--- src/rtl/piano_voice_sched.sv ---
// rtl/piano_voice_sched.sv - time-multiplexed eight-voice wavetable mixer
// One ROM read and one add per held voice per sample tick, saturated to 8 bits.
module piano_voice_sched #(
  parameter int PHASE_W    = 16,
  parameter int SAMPLE_DIV = 256
) (
  input  logic               i_clk,
  input  logic               i_rst,
  input  logic [7:0]         i_keys,
  input  logic               i_cfg_we,
  input  logic [2:0]         i_cfg_idx,
  input  logic [PHASE_W-1:0] i_cfg_inc,
  output logic [5:0]         o_rom_addr,
  input  logic [7:0]         i_rom_data,
  output logic [7:0]         o_wave,
  output logic               o_wave_valid,
  output logic               o_busy,
  output logic               o_overrun
);

  localparam logic [2:0] S_IDLE = 3'd0;
  localparam logic [2:0] S_SCAN = 3'd1;
  localparam logic [2:0] S_WAIT = 3'd2;
  localparam logic [2:0] S_ACC  = 3'd3;
  localparam logic [2:0] S_DONE = 3'd4;
  localparam int CNT_W = $clog2(SAMPLE_DIV);

  logic [2:0]         r_state;
  logic [CNT_W-1:0]   r_cnt;
  logic [PHASE_W-1:0] r_inc   [8];
  logic [PHASE_W-1:0] r_phase [8];
  logic [7:0]         r_chord;
  logic [2:0]         r_voice;
  logic signed [10:0] r_acc;
  logic [5:0]         r_rom_addr;
  logic [7:0]         r_wave;
  logic               r_wave_valid;
  logic               r_overrun;
  logic               w_tick;
  logic [7:0]         w_sat;

  assign w_tick = (r_cnt == CNT_W'(SAMPLE_DIV - 1));

  always_comb begin
    w_sat = r_acc[7:0];
    if (r_acc > 11'sd127)
      w_sat = 8'h7F;
    else if (r_acc < -11'sd128)
      w_sat = 8'h80;
  end

  // The inc write and the ACC read share a cycle safely: ACC sees the pre-write value.
  always_ff @(posedge i_clk or posedge i_rst) begin
    if (i_rst) begin
      r_state      <= S_IDLE;
      r_cnt        <= '0;
      r_chord      <= '0;
      r_voice      <= '0;
      r_acc        <= '0;
      r_rom_addr   <= '0;
      r_wave       <= '0;
      r_wave_valid <= 1'b0;
      r_overrun    <= 1'b0;
      for (int i = 0; i < 8; i++) begin
        r_inc[i]   <= '0;
        r_phase[i] <= '0;
      end
    end else begin
      r_cnt        <= w_tick ? '0 : r_cnt + 1'b1;
      r_wave_valid <= 1'b0;
      if (i_cfg_we)
        r_inc[i_cfg_idx] <= i_cfg_inc;
      if (w_tick && r_state != S_IDLE)
        r_overrun <= 1'b1;
      case (r_state)
        S_IDLE: begin
          if (w_tick) begin
            r_chord <= i_keys;
            r_acc   <= '0;
            r_voice <= '0;
            r_state <= S_SCAN;
          end
        end
        S_SCAN: begin
          if (r_chord[r_voice]) begin
            r_rom_addr <= r_phase[r_voice][PHASE_W-1 -: 6];
            r_state    <= S_WAIT;
          end else begin
            r_phase[r_voice] <= '0;
            if (r_voice == 3'd7)
              r_state <= S_DONE;
            else
              r_voice <= r_voice + 3'd1;
          end
        end
        S_WAIT: r_state <= S_ACC;
        S_ACC: begin
          r_acc            <= r_acc + {{3{i_rom_data[7]}}, i_rom_data};
          r_phase[r_voice] <= r_phase[r_voice] + r_inc[r_voice];
          if (r_voice == 3'd7) begin
            r_state <= S_DONE;
          end else begin
            r_voice <= r_voice + 3'd1;
            r_state <= S_SCAN;
          end
        end
        S_DONE: begin
          r_wave       <= w_sat;
          r_wave_valid <= 1'b1;
          r_state      <= S_IDLE;
        end
        default: r_state <= S_IDLE;
      endcase
    end
  end

  assign o_rom_addr   = r_rom_addr;
  assign o_wave       = r_wave;
  assign o_wave_valid = r_wave_valid;
  assign o_busy       = (r_state != S_IDLE);
  assign o_overrun    = r_overrun;

endmodule

--- config.mk ---
export PLATFORM = sky130hd
export DESIGN_NAME = piano_voice_sched
export DESIGN_NICKNAME = d
export VERILOG_FILES = /design/src/rtl/piano_voice_sched.sv
export SDC_FILE = /design/constraint.sdc
export NUM_CORES = 1
export LEC_CHECK = 0
export ABC_AREA = 1
export CAP_MARGIN = 10
export CELL_PAD_IN_SITES_DETAIL_PLACEMENT = 1
export CELL_PAD_IN_SITES_GLOBAL_PLACEMENT = 1
export CORE_MARGIN = 5
export CORE_UTILIZATION = 37
export CTS_CLUSTER_DIAMETER = 40
export DETAILED_ROUTE_END_ITERATION = 8
export DONT_BUFFER_PORTS = 1
export GPL_TIMING_DRIVEN = 0
export PLACE_DENSITY_LB_ADDON = 0.1
export SLEW_MARGIN = 10
export SYNTH_ARGS = -nofsm -noshare
export SYNTH_HDL_FRONTEND = slang
export SYNTH_SLANG_ARGS = --single-unit
--- constraint.sdc ---
create_clock -name i_clk -period 14.4 [get_ports i_clk]
set_clock_uncertainty 0.2 [all_clocks]
set_input_delay 2.16 -clock i_clk [delete_from_list [all_inputs] [get_ports i_clk]]
set_output_delay 2.16 -clock i_clk [all_outputs]
set_load 0.005 [all_outputs]
# Word level (Yosys, flattened, before mapping)
# Cells that the tools add are included.
# word_totals
register_bits,305
wordCells,94
# op_classes
addsub,4
n_lt_le_gt_ge,7
eq_ne,9
mux,31
n_bitwise,4
n_reduce_logical,14
# ops
op,count
128-bit bitwise mux,2
128-bit one-hot mux with 2 select lines,1
128-bit bitwise AND,1
128-bit two-way mux,1
128-bit inverter,1
16-bit binary-select mux with 3-bit select,2
16-bit demux with 3-bit select,2
16-bit two-way mux,6
8-bit two-way mux,3
11-bit one-hot mux with 2 select lines,1
3-bit two-way mux,7
16-bit adder,1
3-bit one-hot mux with 4 select lines,1
11-bit adder,1
"11-bit by 8-bit > comparator with 1-bit output, second input constant",1
"11-bit by 8-bit less-than comparator with 1-bit output, second input constant",1
11-bit two-way mux,1
2-bit AND reduction,5
3-bit one-hot mux with 3 select lines,1
"8-bit by 1-bit adder with 8-bit output, second input constant",1
"8-bit == test, second input constant",1
"4-bit >= comparator, second input constant",2
"4-bit by 1-bit less-than comparator with 1-bit output, second input constant",2
3-bit inverter with 4-bit output,2
other kinds (14),22

# Longest topological paths before layout
# Gate-level depths: netlist of run 1.
# depth
ltp_word,9
mapped_depth,21
mapped_depth_nobuf,19

# Least setup slack after synthesis of run 1
# OpenSTA, ideal clock, no wires.
# synth_path
path_type,input -> register
startpoint,input i_rom_data[0]
endpoint,register r_acc[8]
arrival_ns,3.311
slack_ns,10.766
cell_stages,8
path_cell_list,ha_1 -> fa_1 -> nand3_1 -> nand2_1 -> nand2_1 -> o211ai_1 -> o21ai_0 -> nand2_1
# synth_via
elab_chain_len,2
# synth_rtl
element,line_no,rtl
from (decl),14,"input logic [7:0] i_rom_data,"
11-bit adder,98,"r_acc <= r_acc + {{3{i_rom_data[7]}}, i_rom_data};"
11-bit one-hot mux with 2 select lines,75,case (r_state)
to (signal assigned),98,
to (decl),34,logic signed [10:0] r_acc;
# Every way passes these cells.
# A chain may end at the register's enable or synchronous reset.

# Worst setup path in the final report of run 1
# layout_path
startpoint,register r_voice[0]
endpoint,register r_phase[11] in the netlist's numbering
# layout_via
elab_chain_len,9
word_cells_on_any_way,22
# layout_rtl
element,line_no,rtl
from (decl),33,logic [2:0] r_voice;
from (signal assigned),93,r_voice <= r_voice + 3'd1;
from (signal assigned),103,r_voice <= r_voice + 3'd1;
branches (longest 9 deep; another with 16-bit adder),-,
"to (signal, indexed assignment)",99,r_phase[r_voice] <= r_phase[r_voice] + r_inc[r_voice];
to (decl),31,logic [PHASE_W-1:0] r_phase [8];
# Several ways; the timed one is not identified. The select of a mux whose other input is x is not followed.

==> results by group, run 1 <==
Routing
  • DR vias: 12.69k
  • Iter 0 DRT Violations: about 780
  • Detail Route Antenna Nets: 0
  • DRC Markers: 0
  • Total wire length: about 55000 um
  • Vias per cell: between 5 and 6
  • Avg WL per Cell: ~23 um
  • Drt first pass iters: 5

Setup path
  • Crit-path max cell delay: about 0.7 ns
  • Worst path buffer plus inverter count: 4
  • Worst Path Required: around 15 ns
  • Worst path most repeated cell: nand3_1
  • Critical Path Slowest Stage Cell: clkinv_1
  • Crit. End Element: flip-flop
  • Worst path top cell family by delay: simple AND/OR/NAND/NOR gates
  • Setup CP Type: reg2reg
  • Worst setup SP type: flip-flop
  • Worst R2R Setup Slack: 9.05 ns
  • Worst EP arrival: approximately 5.7 ns
  • Max FO, Critical Path: 10
  • Worst-path cell chain: buf_4 -> buf_2 -> nand3_2 -> clkinv_1 -> clkbuf_1 -> a221oi_1 -> nand4_1 -> ha_1 -> nand3_1 -> nand2_1 -> nand3_1 -> nand2_1 -> nand2_1 -> nand3_1 -> nand3_1 -> o21ai_0

Power and ir drop
  • Power per cell area: about 150 mW/mm^2
  • Leak pwr: 8.277 nW
  • VDD IR max: approximately 0.10 mV

CTS
  • Later-pin clock latency in the skew report: a little over 0.6 ns
  • Root Buffer: clkbuf_16
  • CTS tree: yes
  • Clock sink total: between 300 and 400
  • Post-CTS setup buffers: 0
  • H-tree depth: 2
  • Hold buffer count at CTS: 0
  • Clock slew at reported path FFs: around 0.050 ns
  • Total CTS buffers: 57
  • CTS resizes: 0
  • Clock buffer depth: 3

Synth
  • Yosys cell types: 47
  • Avg Cell Area, Syn: approximately 8.3 sq um
  • Area contributors post-synth: dfrtp_1 (53%), nand2_1 (16%), o21ai_0 (7.0%), inv_1 (3.2%), ha_1 (2.4%)
  • Area share of the largest cell type after synthesis: a little over half
  • Synth Instances: about 1.7k
  • Area leader, netlist: dfrtp_1
  • Netlist area before placement: 0.01446 sq mm
  • Yosys Warn Count: 0
  • Sequential-to-total area share from yosys stat: between 50% and 60%
  • Syn_nets: around 1.8k
  • Asr flop ratio synth: 100.0%
  • Top_reg_cell synth: dfrtp_1
  • Yosys reg bits: approximately 310
  • Number of synthesized flops with an enable pin: 0

Final layout
  • Post-layout util: approximately 44%
  • Layout Nets: 1868
  • Area of the multi-input gates: around 0.0060 sq mm
  • Area Overhead vs Synth: 18.84%
  • Layout cells sized above 1: under 10%
  • Diodes inserted: 0
  • Fill count: 4581
  • Register area: between 0.007 and 0.008 sq mm

Global route
  • Largest net degree at the start of global routing: between 100 and 150
  • Grt total ovfl: 0
  • Initial antenna violation count: 3
  • Total GRT Usage: between 20% and 30%
  • Number of global-route vias before repair: between 10k and 15k
  • First-pass GRT wire length: approximately 83000 um

STA
  • Clock period minus worst slack: roughly 5.4 ns
  • Final period utilization: about 37%
  • Setup violation total in the final timing report: 0
  • Post-route setup slack: 9.049 ns
  • Worst slew pin tran: 1.168 ns
  • Max Slew Vio Count: 0
  • Rel. slew slack: roughly 22%
  • Hold Vio Cnt, Final: 0
  • Highest Clock Rate: ~190 MHz
  • RSZ-0062 raised after global routing: no

Placement
  • Final HPWL DP: between 30000 and 40000 um
  • IO Port Bufs: 0
  • Dpl ws: 9.046 ns
  • GP Congestion: 0.8662

Floorplan
  • I/O pin total: 55
  • Die Wd: roughly 210 um
  • Cell row count: 72
  • Core Area: between 0.03 and 0.04 sq mm
  • Die area: around 0.043 sq mm
  • Chip Height: just over 200 um
  • Starting Density: 37.42%

Flow run
  • Max cap viols: 0

Worst hold path
  • HP Class: reg2reg

Outcome
  • Status: finished clean
==> power breakdown <==
group	internal [mW]	switching, mW	total [mW]
clock	0.908	0.483	1.39
combinational	0.0542	0.109	0.163
sequential	0.927	0.0384	0.966
==> worst paths after layout <==
| kind | start | end | cells after the start |
|---|---|---|---|
| max in group asynchronous | i_rst | o_wave_valid$_DFF_PP0_ | 4 |
| setup / recovery | r_voice[0]$_DFFE_PP0P_ | r_phase[11]$_DFFE_PP0P_ | 16 |
| setup reg to reg | r_voice[0]$_DFFE_PP0P_ | r_phase[11]$_DFFE_PP0P_ | 16 |
| hold reg to reg | r_cnt[0]$_DFF_PP0_ | r_cnt[0]$_DFF_PP0_ | 1 |
| min in group asynchronous | i_rst | r_phase[68]$_DFFE_PP0P_ | 1 |
| hold / removal | r_cnt[0]$_DFF_PP0_ | r_cnt[0]$_DFF_PP0_ | 1 |
==> stage by stage <==
| stage | area (sq um) | power (mW) | setup TNS [ns] | hold slack (ns) | std cells |
|---|---|---|---|---|---|
| 2_1_floorplan | 14460 | 1.082 | 0 | 0.2329 | 1738 |
| 3_3_place_gp | 15110 | 1.131 | -126.58 | 0.2451 | 2256 |
| 3_5_place_dp | 15200 | 1.141 | 0 | 0.2559 | 2259 |
| 4_1_cts | 17180 | 2.544 | 0 | 0.2618 | 2361 |
| 5_1_grt | 17180 | 2.620 | 0 | 0.2869 | 2361 |
| 6_report | 17180 | 2.521 | 0 | 0.2558 | 2361 |
==> registers in the layout (all words and copies together), names as in the netlist <==
signal / flops
o_overrun: 1
o_rom_addr: 6
r_phase: 128
o_wave: 8
o_wave_valid: 1
r_acc: 11
r_inc: 128
r_cnt: 8
r_chord: 8
r_voice: 3
r_state: 3
==> cells in the final DEF, fill, tap and decap left out, types with 7 or more instances in the layout <==
cell          n
bufinv_16     9
buf_2        20
nand3_1      69
o21ai_0     202
nor2_4       13
clkinvlp_4    7
clkbuf_1     52
o22ai_1      29
dfrtp_1     305
nor2_1       76
ha_1         28
xor2_1        9
a22oi_1      27
inv_2        12
inv_1       124
nand4_1      26
a221oi_1     28
nand2_1     614
a21oi_1      49
clkinv_2     10
clkbuf_16    57
==> cell families (layout without fill, tap and decap cells) <==
kind of cell | count (synthesis) | in the layout | share of synthesized area [%]
AO/OA/AOI/OAI | 362 | 362 | 14.48
flip-flops | 305 | 305 | 52.78
AND/OR/NAND/NOR | 819 | 819 | 23.52
XOR/XNOR | 11 | 11 | 0.6663
multiplexers | 1 | 1 | 0.07787
buffers and inverters | 210 | 315 | 5.771
adder cells (fa/ha/maj) | 30 | 30 | 2.700
==> cells in the mapped netlist (2+ instances only) <==
cell type and count:
nand4_1 26, ha_1 28, nor3b_1 2, xor2_1 9
clkinv_1 2, buf_2 20, o2111ai_1 6, a22oi_1 27
nand3_1 69, o21ai_1 3, o21bai_1 2, a221oi_1 28
nand3b_1 2, buf_4 2, a21o_1 2, inv_1 125
nor2_2 4, a21oi_1 49, or2_2 2, inv_2 12
a31oi_1 2, xnor2_1 2, o22ai_1 29, o2bb2ai_1 2
nor3_1 5, fa_1 2, buf_1 3, o211ai_1 3
nor2_1 76, dfrtp_1 305, nand2_1 614, nor2_4 13
clkbuf_1 44, a22o_1 3, o21ai_0 202, o31ai_1 2
==> area by class of cell <==
cell class | instances | share of cell area (%)
Sequential cell | 305 | 44.42
Inverter | 140 | 3.116
Tap cell | 518 | 3.772
Timing Repair Buffer | 3 | 0.4806
Multi-Input combinational cell | 1223 | 34.88
Clock buffer | 69 | 8.796
Buffer | 70 | 1.784
Clock inverter | 33 | 2.760
==> metal layers <==
| layer | part of all wire [%] | track usage (%) | up-vias | wire length [um] |
|---|---|---|---|---|
| li1 | - | - | 5887 | - |
| met1 | 45 | 34.57 | 6395 | 24790 |
| met2 | 46 | 39.85 | 309 | 24910 |
| met3 | 5.7 | 4.700 | 96 | 3093 |
| met4 | 3.5 | 9.264 | 4 | 1888 |
| met5 | 0.042 | 0 | - | 23 |
Power figures use the tool's default switching activity.
==> run 2, diff against run 1 <==
==> constraint.sdc (replaced) <==
create_clock -name i_clk -period 4.8 [get_ports i_clk]
set_clock_uncertainty 0.2 [all_clocks]
set_input_delay 0.72 -clock i_clk [delete_from_list [all_inputs] [get_ports i_clk]]
set_output_delay 0.72 -clock i_clk [all_outputs]
set_load 0.005 [all_outputs]
==> results by group, run 2 (synthesized netlist as in run 1, its figures left out) <==
Outcome
  • Status: finished clean

Routing
  • Vias per cell: 5.354
  • Total wire length: around 54000 um
  • Detail Route Antenna Nets: 0
  • Avg WL per Cell: 22.70 um
  • DRC Markers: 0
  • Drt first pass iters: 5
  • Iter 0 DRT Violations: 841
  • DR vias: between 10k and 15k

Worst hold path
  • HP Class: in2reg
  • Worst Hold Path EP: r_inc[1]$_DFFE_PP0P_
  • Cells on Worst Hold Path: 2
  • Min-delay src: i_cfg_inc[1]

Final layout
  • Layout Nets: 1870
  • Commonest non-fill, non-tap cell in the layout: nand2_1
  • Diodes inserted: 0
  • Largest regs: r_inc x128, r_phase x128, r_acc x11
  • Most frequent cells in the layout: nand2_1 (614), dfrtp_1 (305), o21ai_0 (201)
  • Layout cells sized above 1: 9.593%
  • Area Overhead vs Synth: 19.16%
  • Design area: ~0.017 sq mm
  • Post-layout util: between 40 and 50%

STA
  • Max Slew Vio Count: 0
  • Tightest hold margin: 0.05482 ns
  • Hold Vio Cnt, Final: 0
  • Worst slew pin tran: 1.157 ns
  • Highest Clock Rate: 220.9 MHz
  • Fin Setup TNS: 0 ns
  • Setup violation total in the final timing report: 0
  • Clock period minus worst slack: 4.528 ns
  • Rel. slew slack: 22.88%
  • Final period utilization: between 90% and 100%
  • RSZ-0062 raised after global routing: no

Setup path
  • Worst Path Required: a little over 5 ns
  • Worst setup SP type: flip-flop
  • Worst-path cell chain: buf_2 -> nor3_2 -> clkbuf_1 -> nand2_1 -> nand2_1 -> a221oi_1 -> nand2_1 -> ha_1 -> a21oi_1 -> nor2_1 -> nor2_1 -> nor2_1 -> nor2_1 -> nand2_1 -> nand2_1 -> nand3_1 -> o21ai_0
  • Worst path buffer plus inverter count: 2
  • Crit-path max cell delay: a little over 0.9 ns
  • Critical Path Slowest Stage Cell: clkbuf_1
  • Worst R2R Setup Slack: 0.27 ns
  • R2R Path End: r_phase[62]$_DFFE_PP0P_
  • R2R cell count: 17
  • Reg2Reg Launch Point: r_voice[1]$_DFFE_PP0P_
  • Worst EP arrival: around 4.8 ns
  • Setup CP Type: reg2reg
  • Worst path top cell family by delay: simple AND/OR/NAND/NOR gates
  • Worst path most repeated cell: nand2_1
  • Crit. End Element: flip-flop
  • Max FO, Critical Path: 10

CTS
  • Post-CTS setup buffers: 0
  • Root Buffer: clkbuf_16
  • Clock slew at reported path FFs: approximately 0.050 ns
  • CTS tree: yes
  • Clock sink total: about 310
  • Total CTS buffers: 52
  • H-tree depth: 2
  • Clock buffer depth: 3
  • Later-pin clock latency in the skew report: 0.59 ns

Global route
  • Total GRT Usage: between 20% and 30%
  • Initial antenna violation count: 1
  • Number of global-route vias before repair: 13.17k
  • Grt total ovfl: 0
  • Largest net degree at the start of global routing: 37
  • First-pass GRT wire length: 81760 um

Floorplan
  • I/O pin total: 55
  • Core Area: a little under 0.04 sq mm
  • Die area: ~0.043 sq mm
  • Cell row count: 72
  • Chip Height: a little over 200 um
  • Starting Density: a little under two fifths
  • Die Wd: approximately 210 um

Flow run
  • Max cap viols: 0

Placement
  • Final HPWL DP: about 38000 um
  • IO Port Bufs: 0
  • Area after DPL: 0.01532 sq mm
  • GP Congestion: 0.8659

Power and ir drop
  • VDD IR max: ~0.27 mV
  • Power per cell area: 421.8 mW/mm^2
  • Leak pwr: roughly 8.3 nW
  • Total power: between 7 and 8 mW
run 2: repair_timing:
action	4_1_cts	5_1_grt
gates resized for setup	10	12
endpoints found under the hold margin	13	0
setup endpoints to repair	103	48
hold buffers	1	0
run 2: metrics by stage:
step	setup WS, ns	instances
after global routing	0.03813	2363
after global placement	-2.213	2256
after CTS	0.05987	2363
after detailed placement	-0.5539	2266
final	0.2723	2363
after floorplan	-0.1770	1738
run 2: worst reg2reg max path, stage by stage (launching register included):
cell and delay [ns]:
dfrtp_1 0.43, buf_2 0.22, nor3_2 0.46, clkbuf_1 0.91
nand2_1 0.14, nand2_1 0.10, a221oi_1 0.07, nand2_1 0.21
ha_1 0.30, a21oi_1 0.21, nor2_1 0.06, nor2_1 0.19
nor2_1 0.08, nor2_1 0.13, nand2_1 0.07, nand2_1 0.08
nand3_1 0.33, o21ai_0 0.29
run 2: per-layer routing:
layer | global-route usage, % | wire length (um)
met1 | 34.33 | 24720
met2 | 39.21 | 24460
met3 | 3.763 | 2584
met4 | 8.947 | 1874
met5 | 0 | 7
run 2: final cells by class:
cell class                      count  area, sq um
Clock buffer                       66         1434
Inverter                          140        536.8
Multi-Input combinational cell   1223         6036
Fill cell                        4534        21420
Sequential cell                   305         7632
Tap cell                          518        648.1
Buffer                             69        316.6
Clock inverter                     31        409.1
Timing Repair Buffer               11        217.7
run 2: how the worst max path moves through the flow:
stage	end	start	cells after the start
2_1_floorplan	o_overrun$_DFFE_PP0P_	i_rst	1
3_3_place_gp	o_wave[4]$_DFFE_PP0P_	i_rst	1
3_5_place_dp	r_phase[62]$_DFFE_PP0P_	r_voice[1]$_DFFE_PP0P_	16
4_1_cts	r_phase[62]$_DFFE_PP0P_	r_voice[0]$_DFFE_PP0P_	18
5_1_grt	r_phase[30]$_DFFE_PP0P_	r_voice[1]$_DFFE_PP0P_	17
6_report	r_phase[62]$_DFFE_PP0P_	r_voice[1]$_DFFE_PP0P_	17
run 2: power by group:
part | total (mW) | internal (mW) | switching (mW)
clock | 3.87 | 2.50 | 1.37
sequential | 2.89 | 2.78 | 0.114
combinational | 0.501 | 0.174 | 0.327
